<file path="src/rtl/soft_tbm_pkg.sv">
// ============================================================================
// soft_tbm_pkg : shared constants, state encoding and word-format helper
//                for the soft TBM event decoder.
// Revision     : 1.0
// ============================================================================
`default_nettype none

package soft_tbm_pkg;

  localparam logic [3:0] TAG_HDR1 = 4'hA;
  localparam logic [3:0] TAG_HDR2 = 4'h8;
  localparam logic [3:0] TAG_TRL1 = 4'hE;
  localparam logic [3:0] TAG_TRL2 = 4'hC;

  localparam int FLG_NTOK = 7;
  localparam int FLG_REST = 6;
  localparam int FLG_RESR = 5;
  localparam int FLG_SYNC = 3;
  localparam int FLG_CLT  = 2;
  localparam int FLG_CAL  = 1;
  localparam int FLG_STKF = 0;

  localparam logic [2:0] ERR_NONE  = 3'd0;
  localparam logic [2:0] ERR_SEQ   = 3'd1;
  localparam logic [2:0] ERR_FMT   = 3'd2;
  localparam logic [2:0] ERR_EVNUM = 3'd3;
  localparam logic [2:0] ERR_NTOK  = 3'd4;

  typedef enum logic [1:0] {
    ST_IDLE = 2'd0,
    ST_HDR2 = 2'd1,
    ST_DATA = 2'd2,
    ST_TRL2 = 2'd3
  } state_e;

  // Reserved-bit violation for framing words; ROC data has no reserved bits.
  function automatic logic fmt_error(input logic [15:0] word);
    logic bad;
    bad = 1'b0;
    case (word[15:12])
      TAG_HDR1: bad = |word[11:8];
      TAG_HDR2: bad = |word[11:4];
      TAG_TRL1: bad = (|word[11:8]) | word[4];
      TAG_TRL2: bad = (|word[11:8]) | (|word[5:4]);
      default:  bad = 1'b0;
    endcase
    return bad;
  endfunction

endpackage

`default_nettype wire

</file>
<file path="src/rtl/soft_tbm_evnum_check.sv">
// ============================================================================
// soft_tbm_evnum_check : event-number continuity tracker (last good number
//                        and first-event marker), flags EVNUM violations.
// Revision             : 1.0
// ============================================================================
`default_nettype none

module soft_tbm_evnum_check (
  input  logic       clk,
  input  logic       rst_n,
  input  logic       check_i,
  input  logic [7:0] number_i,
  input  logic       sync_i,
  output logic       err_o
);

  logic [7:0] last_good_q;
  logic       first_q;

  // A sync event must restart at 0; otherwise numbers step by one mod 256.
  always_comb begin
    err_o = 1'b0;
    if (check_i) begin
      if (sync_i)
        err_o = (number_i != 8'd0);
      else if (!first_q)
        err_o = (number_i != (last_good_q + 8'd1));
    end
  end

  always_ff @(posedge clk or negedge rst_n) begin
    if (!rst_n) begin
      last_good_q <= 8'd0;
      first_q     <= 1'b1;
    end else if (check_i) begin
      last_good_q <= number_i;
      first_q     <= 1'b0;
    end
  end

endmodule

`default_nettype wire

</file>
<file path="src/rtl/soft_tbm_event_decoder.sv">
// ============================================================================
// soft_tbm_event_decoder : parses the soft TBM DAQ word stream into event
//                          records and reports framing/format/content errors.
//                          Optional statistics: SOFT_TBM_EVENT_DECODER_STATS_EN
// Revision               : 1.0
// ============================================================================
`default_nettype none

module soft_tbm_event_decoder
  import soft_tbm_pkg::*;
#(
  parameter int WCNT_W      = 12,
  parameter bit CHECK_EVNUM = 1'b1
) (
  input  logic              clk,
  input  logic              reset_n,
  input  logic              din_write,
  input  logic [15:0]       din,
  output logic              evt_valid,
  output logic [7:0]        evt_number,
  output logic [3:0]        evt_trg_pos,
  output logic [7:0]        evt_flags,
  output logic [3:0]        evt_stack,
  output logic              evt_ares,
  output logic              evt_pkam,
  output logic [WCNT_W-1:0] evt_roc_words,
  output logic              err_valid,
  output logic [2:0]        err_code
`ifdef SOFT_TBM_EVENT_DECODER_STATS_EN
  ,
  output logic [15:0]       stat_events,
  output logic [15:0]       stat_errors,
  output logic [15:0]       stat_pkam
`endif
);

  localparam logic [WCNT_W-1:0] CNT_MAX = {WCNT_W{1'b1}};
  localparam logic [WCNT_W-1:0] CNT_ONE = {{(WCNT_W-1){1'b0}}, 1'b1};

  state_e            state_q, state_d;
  logic [7:0]        num_q, num_d;
  logic [3:0]        trg_q, trg_d;
  logic [7:0]        flags_q, flags_d;
  logic [WCNT_W-1:0] cnt_q, cnt_d;

  logic [3:0] w_tag;
  logic       w_seq_err, w_fmt_err, w_evnum_raw, w_ntok_err, w_complete;
  logic [2:0] err_code_d;

  assign w_tag = din[15:12];

  always_comb begin
    state_d    = state_q;
    num_d      = num_q;
    trg_d      = trg_q;
    flags_d    = flags_q;
    cnt_d      = cnt_q;
    w_seq_err  = 1'b0;
    w_complete = 1'b0;
    if (din_write) begin
      // A header always starts a new event; any partial one is abandoned.
      if (w_tag == TAG_HDR1) begin
        num_d     = din[7:0];
        state_d   = ST_HDR2;
        w_seq_err = (state_q != ST_IDLE);
      end else begin
        case (state_q)
          ST_HDR2: begin
            if (w_tag == TAG_HDR2) begin
              trg_d   = din[3:0];
              cnt_d   = '0;
              state_d = ST_DATA;
            end else begin
              w_seq_err = 1'b1;
              state_d   = ST_IDLE;
            end
          end
          ST_DATA: begin
            if (w_tag == TAG_TRL1) begin
              flags_d = din[7:0];
              state_d = ST_TRL2;
            end else if (w_tag == TAG_HDR2 || w_tag == TAG_TRL2) begin
              w_seq_err = 1'b1;
              state_d   = ST_IDLE;
            end else if (cnt_q != CNT_MAX) begin
              cnt_d = cnt_q + CNT_ONE;
            end
          end
          ST_TRL2: begin
            w_complete = (w_tag == TAG_TRL2);
            w_seq_err  = (w_tag != TAG_TRL2);
            state_d    = ST_IDLE;
          end
          default: begin
            w_seq_err = 1'b1;
            state_d   = ST_IDLE;
          end
        endcase
      end
    end
  end

  soft_tbm_evnum_check u_evnum_check (
    .clk      (clk),
    .rst_n    (reset_n),
    .check_i  (w_complete),
    .number_i (num_q),
    .sync_i   (flags_q[FLG_SYNC]),
    .err_o    (w_evnum_raw)
  );

  assign w_fmt_err  = din_write & fmt_error(din);
  assign w_ntok_err = w_complete & flags_q[FLG_NTOK] & (cnt_q != '0);

  always_comb begin
    err_code_d = ERR_NONE;
    if (w_seq_err)                        err_code_d = ERR_SEQ;
    else if (w_fmt_err)                   err_code_d = ERR_FMT;
    else if (CHECK_EVNUM && w_evnum_raw)  err_code_d = ERR_EVNUM;
    else if (w_ntok_err)                  err_code_d = ERR_NTOK;
  end

  always_ff @(posedge clk or negedge reset_n) begin
    if (!reset_n) begin
      state_q       <= ST_IDLE;
      num_q         <= 8'd0;
      trg_q         <= 4'd0;
      flags_q       <= 8'd0;
      cnt_q         <= '0;
      evt_valid     <= 1'b0;
      evt_number    <= 8'd0;
      evt_trg_pos   <= 4'd0;
      evt_flags     <= 8'd0;
      evt_stack     <= 4'd0;
      evt_ares      <= 1'b0;
      evt_pkam      <= 1'b0;
      evt_roc_words <= '0;
      err_valid     <= 1'b0;
      err_code      <= ERR_NONE;
    end else begin
      state_q   <= state_d;
      num_q     <= num_d;
      trg_q     <= trg_d;
      flags_q   <= flags_d;
      cnt_q     <= cnt_d;
      evt_valid <= w_complete;
      err_valid <= (err_code_d != ERR_NONE);
      err_code  <= err_code_d;
      // Record fields only move on completion so they hold between pulses.
      if (w_complete) begin
        evt_number    <= num_q;
        evt_trg_pos   <= trg_q;
        evt_flags     <= flags_q;
        evt_stack     <= din[3:0];
        evt_ares      <= din[7];
        evt_pkam      <= din[6];
        evt_roc_words <= cnt_q;
      end
    end
  end

`ifdef SOFT_TBM_EVENT_DECODER_STATS_EN
  logic [15:0] stat_events_q, stat_errors_q, stat_pkam_q;

  always_ff @(posedge clk or negedge reset_n) begin
    if (!reset_n) begin
      stat_events_q <= 16'd0;
      stat_errors_q <= 16'd0;
      stat_pkam_q   <= 16'd0;
    end else begin
      if (w_complete && stat_events_q != 16'hFFFF)
        stat_events_q <= stat_events_q + 16'd1;
      if (err_code_d != ERR_NONE && stat_errors_q != 16'hFFFF)
        stat_errors_q <= stat_errors_q + 16'd1;
      if (w_complete && din[6] && stat_pkam_q != 16'hFFFF)
        stat_pkam_q <= stat_pkam_q + 16'd1;
    end
  end

  assign stat_events = stat_events_q;
  assign stat_errors = stat_errors_q;
  assign stat_pkam   = stat_pkam_q;
`endif

endmodule

`default_nettype wire
</file>
<file path="config.mk">
export PLATFORM = sky130hd
export DESIGN_NAME = soft_tbm_event_decoder
export DESIGN_NICKNAME = d
export VERILOG_FILES = /design/src/rtl/soft_tbm_pkg.sv /design/src/rtl/soft_tbm_evnum_check.sv /design/src/rtl/soft_tbm_event_decoder.sv
export SDC_FILE = /design/constraint.sdc
export NUM_CORES = 1
export LEC_CHECK = 0
export CAP_MARGIN = 20
export CORE_MARGIN = 8
export CORE_UTILIZATION = 63
export DETAILED_ROUTE_END_ITERATION = 12
export DONT_BUFFER_PORTS = 1
export PLACE_DENSITY = 0.81
export SETUP_SLACK_MARGIN = 0.15
export SYNTH_ARGS = -nofsm -noshare
export SYNTH_HDL_FRONTEND = slang
export SYNTH_HIERARCHICAL = 1
export SYNTH_SLANG_ARGS = --single-unit
</file>
<file path="constraint.sdc">
create_clock -name clk -period 5.88 [get_ports clk]
set_input_delay 0.588 -clock clk [delete_from_list [all_inputs] [get_ports clk]]
set_output_delay 0.588 -clock clk [all_outputs]
set_load 0.05 [all_outputs]
</file>
-- After elaboration in Yosys (flattened, before gate mapping)
Index checks and enable logic that the tools add are counted.
- register bits after elaboration: 78
- latch bits: 0
- RAM bits: 0
- memory bits (read-only): 0
- word-level logic and storage cells: 80
- memories kept: 0
- add/subtract/negate cells: 2
- multiply operators: 0
- divide/modulo/power cells: 0
- $lt $le $gt $ge: 0
- equal/unequal tests: 15
- shifts and indexed selects: 0
- muxes and demuxes: 27
- bitwise logic cells: 6
- reductions and logical operators: 14
- operators by type and width (operator ; count):
    12-bit two-way mux ; 4
    12-bit case mux with 2 select lines ; 1
    4-bit == test (second input constant) ; 4
    12-bit by 1-bit adder with 12-bit output (second input constant) ; 1
    3-bit two-way mux ; 4
    12-bit != test (second input constant) ; 1
    12-bit nonzero test ; 1
    1-bit two-way mux ; 11
    8-bit by 1-bit adder with 8-bit output (second input constant) ; 1
    2-bit two-way mux ; 4
    2-bit != test (second input constant) ; 4
    4-bit != test (second input constant) ; 2
    8-bit != test ; 1
    4-bit AND reduction ; 2
    8-bit nonzero test ; 1
    8-bit OR reduction ; 1
    7-bit AND reduction ; 1
    2-bit == test (second input constant) ; 2
    1-bit case mux with 4 select lines ; 1
    2-bit case mux with 2 select lines ; 1
    2-bit AND reduction ; 2
    2-bit nonzero test ; 2
    4-bit OR reduction ; 1
    1-bit bitwise AND ; 3
    other kinds (7) ; 8

-- Longest topological paths before layout
Gate-level depths: netlist of the first run.
- depth after elaboration: 11
- gate-level depth with buffers: 11

-- Hierarchy
The synthesis of the first run kept the hierarchy.
- modules (own cells, without submodules) (module ; times used ; cells an instance ; area an instance (um2)):
    soft_tbm_event_decoder ; 1 ; 279 ; 3398.3
    soft_tbm_evnum_check ; 1 ; 66 ; 644.4

-- Least setup slack after synthesis of the first run
OpenSTA, ideal clock, no wires.
- kind: in2reg
- start point: input port din[12]
- end point: register err_code[2]
- library setup time: 0.122 ns
- arrival: 2.399 ns
- required time: 5.758 ns
- path slack: 3.359 ns
- stages: 11
- path through: and3b_1 buf_6 and4b_1 clkbuf_1 buf_2 clkbuf_1 o21ai_0 a31oi_1 o31a_1 a21oi_1 nor3b_1
- RTL lines (what ; RTL line ; RTL):
    start, declared ; soft_tbm_event_decoder.sv:18 ; input logic [15:0] din,
    4-bit == test ; soft_tbm_event_decoder.sv:90 ; w_complete = (w_tag == TAG_TRL2);
    1-bit two-way mux ; soft_tbm_event_decoder.sv:67 ; case (state_q)
    1-bit two-way mux (*) ; soft_tbm_event_decoder.sv:62 ; if (w_tag == TAG_HDR1) begin
    1-bit two-way mux (*) ; soft_tbm_event_decoder.sv:60 ; if (din_write) begin
    net w_complete ; soft_tbm_event_decoder.sv:47 ; logic w_seq_err, w_fmt_err, w_evnum_raw, w_ntok_err, w_complete;
    1-bit two-way mux (*) ; soft_tbm_evnum_check.sv:23 ; if (check_i) begin
    net w_evnum_raw ; soft_tbm_event_decoder.sv:47 ;
    3-bit two-way mux (*) ; soft_tbm_event_decoder.sv:119 ; else if (CHECK_EVNUM && w_evnum_raw) err_code_d = ERR_EVNUM;
    3-bit two-way mux (*) ; soft_tbm_event_decoder.sv:118 ; else if (w_fmt_err) err_code_d = ERR_FMT;
    3-bit two-way mux (*) ; soft_tbm_event_decoder.sv:117 ; if (w_seq_err) err_code_d = ERR_SEQ;
    net err_code_d[2] ; soft_tbm_event_decoder.sv:48 ; logic [2:0] err_code_d;
    end signal, assigned ; soft_tbm_event_decoder.sv:148 ; err_code <= err_code_d;
    end, declared ; soft_tbm_event_decoder.sv:28 ; output logic [2:0] err_code
The timed path passes the listed nets; every way through them passes the cells marked *.
A chain may end at the register's enable or synchronous reset.

-- Worst setup path in the final report of the first run
- start point: register state_q[0]
- end point: register cnt_q[3]
- word-level cells in the longest chain between the ends: 3
- RTL lines (what ; RTL line ; RTL):
    start, declared ; soft_tbm_event_decoder.sv:40 ; state_e state_q, state_d;
    start signal, assigned ; soft_tbm_event_decoder.sv:141 ; state_q <= state_d;
    2-bit == test / 2-bit by 1-bit == test with 1-bit output (equally long branches) ; soft_tbm_event_decoder.sv:67 ;
    2-bit != test (no line) / 2-bit nonzero test (equally long branches) ; -- ;
    7-bit AND reduction (no line) ; -- ;
    end signal, assigned ; soft_tbm_event_decoder.sv:145 ; cnt_q <= cnt_d;
    end, declared ; soft_tbm_event_decoder.sv:44 ; logic [WCNT_W-1:0] cnt_q, cnt_d;
Parallel ways exist; a longest one is shown, timed or not.

==> results.sh, run 1 <==
export IMPL_status="complete, no violations"
export IMPL_finalHoldViolCount=0
export IMPL_finalCritPeriodShare_pct=46.4
export IMPL_clock_latency_ns=0.35
export IMPL_p_per_area_mw_per_mm2=264
export IMPL_p_leak_nw=2.05
export IMPL_dr_total_vias=2678
export IMPL_yosysSeqAreaShare_pct=53.3
export IMPL_final_common_cell="dfrtp_1"
export IMPL_dp_cells=407
export IMPL_dr_first_iter_drc_count=135
export IMPL_cts_sinks=86
export IMPL_synth_cell_types=56
export IMPL_rsz0062_at_grt="no"
export IMPL_worstPathArrival_ns=3.01
export IMPL_maxCapViolCount=0
export IMPL_final_core_util_pct=68.4
export IMPL_use_met3_pct=5.23
export IMPL_drtPass1Iterations=4
export IMPL_sequentialPowerShare_pct=57.1
export IMPL_ys_ff_latch=86
export IMPL_clk_pin_slew_ns=0.09
export IMPL_cp_max_fo=22
export IMPL_cts_buffers=9
export IMPL_wire_per_inst_um=19.4
export IMPL_final_cell_mix="dfrtp_1, mux2_2, nand2_1, nor2_1, clkbuf_8"
export IMPL_htreeDepth=3
export IMPL_vias_per_cell=6.33
export IMPL_final_cells=423
export IMPL_die_w_um=96.1
export IMPL_place_gp_congestion=0.906
export IMPL_drc=0
export IMPL_syn_nets=372
export IMPL_grt_usage_pct=18.7
export IMPL_cp_end_kind="register"
export IMPL_postCtsSetupBuffers=0
export IMPL_relSlewSlack_pct=53.8
export IMPL_finalMaxSlewViolations=0
export IMPL_path_class="reg -> reg"
export IMPL_busiest_layer="met2"
export IMPL_async_flop_share_pct=100
export IMPL_n_antenna_cell=0
export IMPL_grt_antenna_before_repair=0
export IMPL_post_route_min_period_ns=2.73
export IMPL_grt_overflow_total=0
export IMPL_netlist_area_sq_mm=0.00404
export IMPL_io_buffer_count=0
export IMPL_multi_input_area_sq_mm=0.00178
export IMPL_dp_hpwl_um=5730
export IMPL_coreArea_sq_mm=0.00628
export IMPL_final_layout_size_suffix_gt1_share_pct=24.9
export IMPL_met1_usage_pct=21.9
export IMPL_rows=29
export IMPL_cts_tree="done"
export IMPL_fin_worst_skew_ns=0.0108
export IMPL_ant_nets=0
export IMPL_nets=369
export IMPL_initial_core_util_pct=64.4
export IMPL_grtUsageMet2_pct=31.2
export IMPL_n_fill_cell=429
export IMPL_die_h_um=96.1
export IMPL_yosysWarnings=6
export IMPL_required_ns=6.16
export IMPL_p_int_mw=0.845
export IMPL_io_pins=62
export IMPL_vdd_ir_drop_worst_v=0.000184
export IMPL_finalSetupTns_ns=0
export IMPL_cts_root_buffer="clkbuf_8"
export IMPL_routed_wl_um=8220
export IMPL_grt_max_degree=86
export IMPL_synth_avg_cell_area_sq_um=11.7
export IMPL_synth_edf_count=0
export IMPL_clock_power_share_pct=36.0
export IMPL_power_mw=1.13
export IMPL_area_growth_pct=6.19
export IMPL_synthFlopType="dfrtp_1"
export IMPL_start_kind="register"
export IMPL_worstMarginPinSlew_ns=0.693
export IMPL_fmax_mhz=366
export IMPL_grt_pass1_wl_um=13300
export IMPL_switchingPower_mw=0.286
export IMPL_grt_pass1_vias=2583
export IMPL_dieArea_sq_mm=0.00924
export IMPL_cts_buffer_depth=2
export IMPL_comb_power_share_pct=6.9
export IMPL_switching_share_pct=25.3
export IMPL_syn_inst=345
export IMPL_min_path_type="in -> async"
export IMPL_setup_violations=0
export IMPL_regArea_sq_mm=0.00215
[flip-flops by register name, summed over array words and instances, names as in the netlist]
signal                     cells
trg_q                          4
evt_flags                      8
evt_number                     8
u_evnum_check/last_good_q      8
evt_roc_words                 12
evt_ares                       1
flags_q                        8
cnt_q                         12
evt_pkam                       1
evt_valid                      1
evt_stack                      4
err_valid                      1
evt_trg_pos                    4
state_q                        2
err_code                       3
u_evnum_check/first_q          1
num_q                          8
[cell usage after synthesis, drive strengths merged, types with 2 or more instances]
cell | count | area [sq um]
nor3b | 3 | 22.5
o221ai | 2 | 17.5
xor2 | 2 | 17.5
o31a | 2 | 17.5
a21oi | 6 | 30.0
xnor2 | 8 | 77.6
inv | 8 | 30.0
o21ai | 9 | 45.0
nand4b | 3 | 41.3
nor3 | 3 | 15.0
a21o | 2 | 15.0
a211o | 2 | 17.5
clkbuf | 9 | 33.8
nor4 | 7 | 43.8
ha | 8 | 100
nand3 | 9 | 50.1
nand2b | 4 | 25.0
a31oi | 3 | 18.8
nand3b | 3 | 22.5
nand4 | 3 | 18.8
a32o | 2 | 20.0
nand2 | 49 | 184
nor2b | 4 | 25.0
dfrtp | 85 | 2130
buf | 7 | 41.3
a211oi | 2 | 15.0
mux2 | 59 | 664
nor2 | 14 | 55.1
a22o | 4 | 43.8
a32oi | 2 | 17.5
and4 | 2 | 17.5
or2 | 2 | 12.5
[critical path: stages (launching register included)]
cell	delay, ns
dfrtp_1	0.42
inv_1	0.11
ha_1	0.61
nand4b_1	0.46
a22o_4	0.46
or4b_1	0.51
o21ai_1	0.08
[final timing paths]
path,startpoint,end,slack (ns),cells after the start
max,state_q[0],cnt_q[3],3.15,6
min,reset_n,u_evnum_check/first_q,0.07,0
max reg2reg,state_q[0],cnt_q[3],3.15,6
min reg2reg,u_evnum_check/first_q,u_evnum_check/first_q,0.47,2
max in group asynchronous,reset_n,evt_number[7],5.42,1
min in group clk,din[1],flags_q[1],0.34,2
[repair_timing]
action                     CTS  global route
gates resized for setup      0             0
hold endpoints to repair    85             0
setup endpoints to repair    0             0
hold buffers                 1             0
[logic make-up (layout without fill, tap and decap cells)]
logic type / count (synthesis) / in the layout / share of synthesized area, %
AO/OA/AOI/OAI: 44 / 44 / 8.14
XOR/XNOR: 10 / 10 / 2.35
adder cells (fa/ha/maj): 8 / 8 / 2.48
buffers and inverters: 25 / 26 / 2.69
flip-flops: 86 / 86 / 53.3
multiplexers: 59 / 59 / 16.4
AND/OR/NAND/NOR: 113 / 113 / 14.6
[power groups by stage]
stage / clock [mW] / sequential (mW) / combinational (mW)
floorplan: 0 / 0.644 / 0.0601
finish: 0.408 / 0.646 / 0.0778
global route: 0.442 / 0.650 / 0.0854
CTS: 0.416 / 0.646 / 0.0784
global placement: 0 / 0.657 / 0.0611
detailed placement: 0 / 0.658 / 0.0647
[cell type report]
cell class,count,share of cell area [%]
inverters,9,0.787
multi-input cells,234,41.5
clock inverters,6,1.60
clock buffers,9,2.89
flip-flops and latches,86,50.2
repair buffers,2,0.816
well taps,77,2.24
[per-stage QoR]
stage | cell area (sq um) | setup WS (ns) | hold WS [ns]
after floorplan | 4040 | 3.36 | 0.292
after global placement | 4070 | 3.01 | 0.295
after detailed placement | 4070 | 2.93 | 0.295
after CTS | 4290 | 3.18 | 0.0569
after global routing | 4290 | 3.01 | 0.0428
final | 4290 | 3.15 | 0.0713
[routing by layer]
layer / wire (um) / part of all wire [%]
met2: 4230 / 52
met1: 3260 / 40
met4: 183 / 2.2
met3: 537 / 6.5
met5: 0 / 0
Note: power is estimated with default switching activity, not from simulation.
==> inputs of run 2 (changes only) <==
--- a/config.mk
+++ b/config.mk
@@ -7,10 +7,10 @@
 export LEC_CHECK = 0
 export CAP_MARGIN = 20
 export CORE_MARGIN = 8
-export CORE_UTILIZATION = 63
+export CORE_UTILIZATION = 57
 export DETAILED_ROUTE_END_ITERATION = 12
 export DONT_BUFFER_PORTS = 1
-export PLACE_DENSITY = 0.81
+export PLACE_DENSITY = 0.77
 export SETUP_SLACK_MARGIN = 0.15
 export SYNTH_ARGS = -nofsm -noshare
 export SYNTH_HDL_FRONTEND = slang
==> constraint.sdc (replaced) <==
create_clock -name clk -period 2.5 [get_ports clk]
set_input_delay 0.25 -clock clk [delete_from_list [all_inputs] [get_ports clk]]
set_output_delay 0.25 -clock clk [all_outputs]
set_load 0.05 [all_outputs]
==> run 2 against run 1 <==
- clock power rose by 120%
- die area rose by 8.7%
- clock skew rose by 0.0012 ns
- critical endpoint is now err_code[2]
- largest cell class unchanged
- largest power group unchanged
==> results.sh, run 2 (synthesis gave the netlist of run 1 again) <==
export IMPL_reg2reg_slack_ns=0.25
export IMPL_post_route_min_period_ns=2.25
export IMPL_place_gp_congestion=0.931
export IMPL_clock_latency_ns=0.35
export IMPL_finalMaxSlewViolations=0
export IMPL_die_h_um=100
export IMPL_drtPass1Iterations=4
export IMPL_io_buffer_count=0
export IMPL_maxCapViolCount=0
export IMPL_htreeDepth=3
export IMPL_n_antenna_cell=0
export IMPL_cp_max_fo=6
export IMPL_vdd_ir_drop_worst_v=0.000314
export IMPL_final_common_cell="dfrtp_1"
export IMPL_rsz0062_at_grt="no"
export IMPL_finalSetupTns_ns=0
export IMPL_min_delay_start="din[7]"
export IMPL_dr_total_vias=2705
export IMPL_critPathSlowestCell="or4_1"
export IMPL_cts_buffer_depth=2
export IMPL_final_layout_size_suffix_gt1_share_pct=26.3
export IMPL_grt_antenna_before_repair=0
export IMPL_dieArea_sq_mm=0.0100
export IMPL_r2r_end="err_code[2]"
export IMPL_cts_buffers=9
export IMPL_n_fill_cell=541
export IMPL_cts_tree="done"
export IMPL_worstMarginPinSlew_ns=0.517
export IMPL_p_leak_nw=2.09
export IMPL_die_w_um=100
export IMPL_ff2ff_path_depth=7
export IMPL_route_met2_wl_um=4160
export IMPL_grt_pass1_wl_um=14200
export IMPL_r2r_start="u_evnum_check/last_good_q[0]"
export IMPL_finalCritPeriodShare_pct=89.9
export IMPL_drc=0
export IMPL_cts_root_buffer="clkbuf_8"
export IMPL_fin_worst_skew_ns=0.0120
export IMPL_status="complete, no violations"
export IMPL_path_class="reg -> reg"
export IMPL_clk_pin_slew_ns=0.09
export IMPL_whs_path_depth=2
export IMPL_cp_end_kind="register"
export IMPL_dp_hpwl_um=5950
export IMPL_stdcell_area_sq_mm=0.00442
export IMPL_p_per_area_mw_per_mm2=590
export IMPL_area_growth_pct=9.29
export IMPL_largestRegisters="cnt_q x12, evt_roc_words x12"
export IMPL_crit_start="u_evnum_check/last_good_q[0]"
export IMPL_vias_per_cell=5.96
export IMPL_cp_cell_sequence="ha_1 > xnor2_1 > o211ai_1 > or4_1 > o31a_1 > a21oi_2 > nor3b_2"
export IMPL_finalHoldViolCount=0
export IMPL_fmax_mhz=445
export IMPL_dpl_cell_area_sq_mm=0.00413
export IMPL_grt_max_degree=87
export IMPL_grt_usage_pct=18.0
export IMPL_final_cell_mix="dfrtp_1, mux2_2, nand2_1, nor2_1, clkbuf_8"
export IMPL_grt_pass1_vias=2799
export IMPL_wl_met1_um=3410
export IMPL_setup_slack_ns=0.252
export IMPL_worstPathArrival_ns=2.52
export IMPL_io_pins=62
export IMPL_place_worst_setup_slack_ns=0.247
export IMPL_min_path_type="in -> reg"
export IMPL_route_met3_wl_um=520
export IMPL_grt_overflow_total=0
export IMPL_dr_first_iter_drc_count=120
export IMPL_ant_nets=0
export IMPL_max_stage_delay_ns=0.47
export IMPL_required_ns=2.77
export IMPL_start_kind="register"
export IMPL_rows=30
export IMPL_initial_core_util_pct=59.2
export IMPL_relSlewSlack_pct=65.5
export IMPL_hold_end="flags_q[7]"
export IMPL_cts_sinks=86
export IMPL_topRoutingLayerUsed="met4"
export IMPL_wire_per_inst_um=18.5
export IMPL_nets=380
export IMPL_coreArea_sq_mm=0.00683
export IMPL_routed_wl_um=8390
export IMPL_setup_violations=0
[run 2: cell types whose count changed in the layout (fill, tap and decap cells not counted), sizes merged]
cell         previous run  this run
buf                     2         6
bufinv                  1         0
clkbuf                  9        10
clkinv                  3         4
clkinvlp                1         2
dlygate4sd3             0         7
inv                    10         9
[run 2: where the power goes]
part,internal [mW],switching (mW),total [mW]
Clock,0.393,0.502,0.895
Sequential,1.43,0.0848,1.52
Combinational,0.100,0.0926,0.193
[run 2: cell type report]
cell class / instances / area, sq um / area share [%]
Clock buffer: 10 / 138 / 3.12
Clock inverter: 6 / 46.3 / 1.05
Inverter: 9 / 33.8 / 0.765
Multi-Input combinational cell: 234 / 1790 / 40.5
Sequential cell: 86 / 2150 / 48.8
Tap cell: 96 / 120 / 2.72
Timing Repair Buffer: 13 / 135 / 3.06
[run 2: worst max-delay path by stage]
stage | slack (ns) | to
6_report | 0.25 | err_code[2]
3_5_place_dp | 0.25 | err_code[2]
5_1_grt | 0.13 | err_code[2]
2_1_floorplan | 0.32 | err_code[2]
3_3_place_gp | 0.28 | err_code[2]
4_1_cts | 0.21 | err_code[2]
[run 2: what timing repair did]
action                     CTS  global route
hold buffers                 8             0
hold endpoints to repair    92             0
setup endpoints to repair    0             2
setup buffers                0             0
resized for setup            0             3
[run 2: stage by stage]
stage	cells	total power, mW	hold slack (ns)	utilization [%]
floorplan	345	1.66	-0.0456	-
finish	454	2.61	0.0174	64.7
detailed placement	430	1.70	-0.0430	60.4
global route	454	2.73	0.0112	64.7
global placement	430	1.69	-0.0426	60.4
CTS	454	2.64	0.00438	64.5
[run 2: critical path, delay by kind of cell (launching register included)]
family	cells	cell delay, ns
DFF	1	0.46
adders and majority gates	1	0.31
AOI/OAI and AO/OA	3	0.58
xor gates and xnor gates	1	0.16
and+or+nand+nor	2	0.65
[run 2: per-layer routing]
layer  vias up  track usage [%]
met4         0             9.19
met1      1360             20.8
met3        26             5.19
met5         -                0
met2        75             29.5
li1       1244                -
==> inputs of run 3 (changes only) <==
--- a/config.mk
+++ b/config.mk
@@ -8,6 +8,7 @@
 export CAP_MARGIN = 20
 export CORE_MARGIN = 8
 export CORE_UTILIZATION = 57
+export CTS_CLUSTER_SIZE = 10
 export DETAILED_ROUTE_END_ITERATION = 12
 export DONT_BUFFER_PORTS = 1
 export PLACE_DENSITY = 0.77
==> results of run 3 <==
No change in the layout: final DEF, timing and power equal those of run 2.
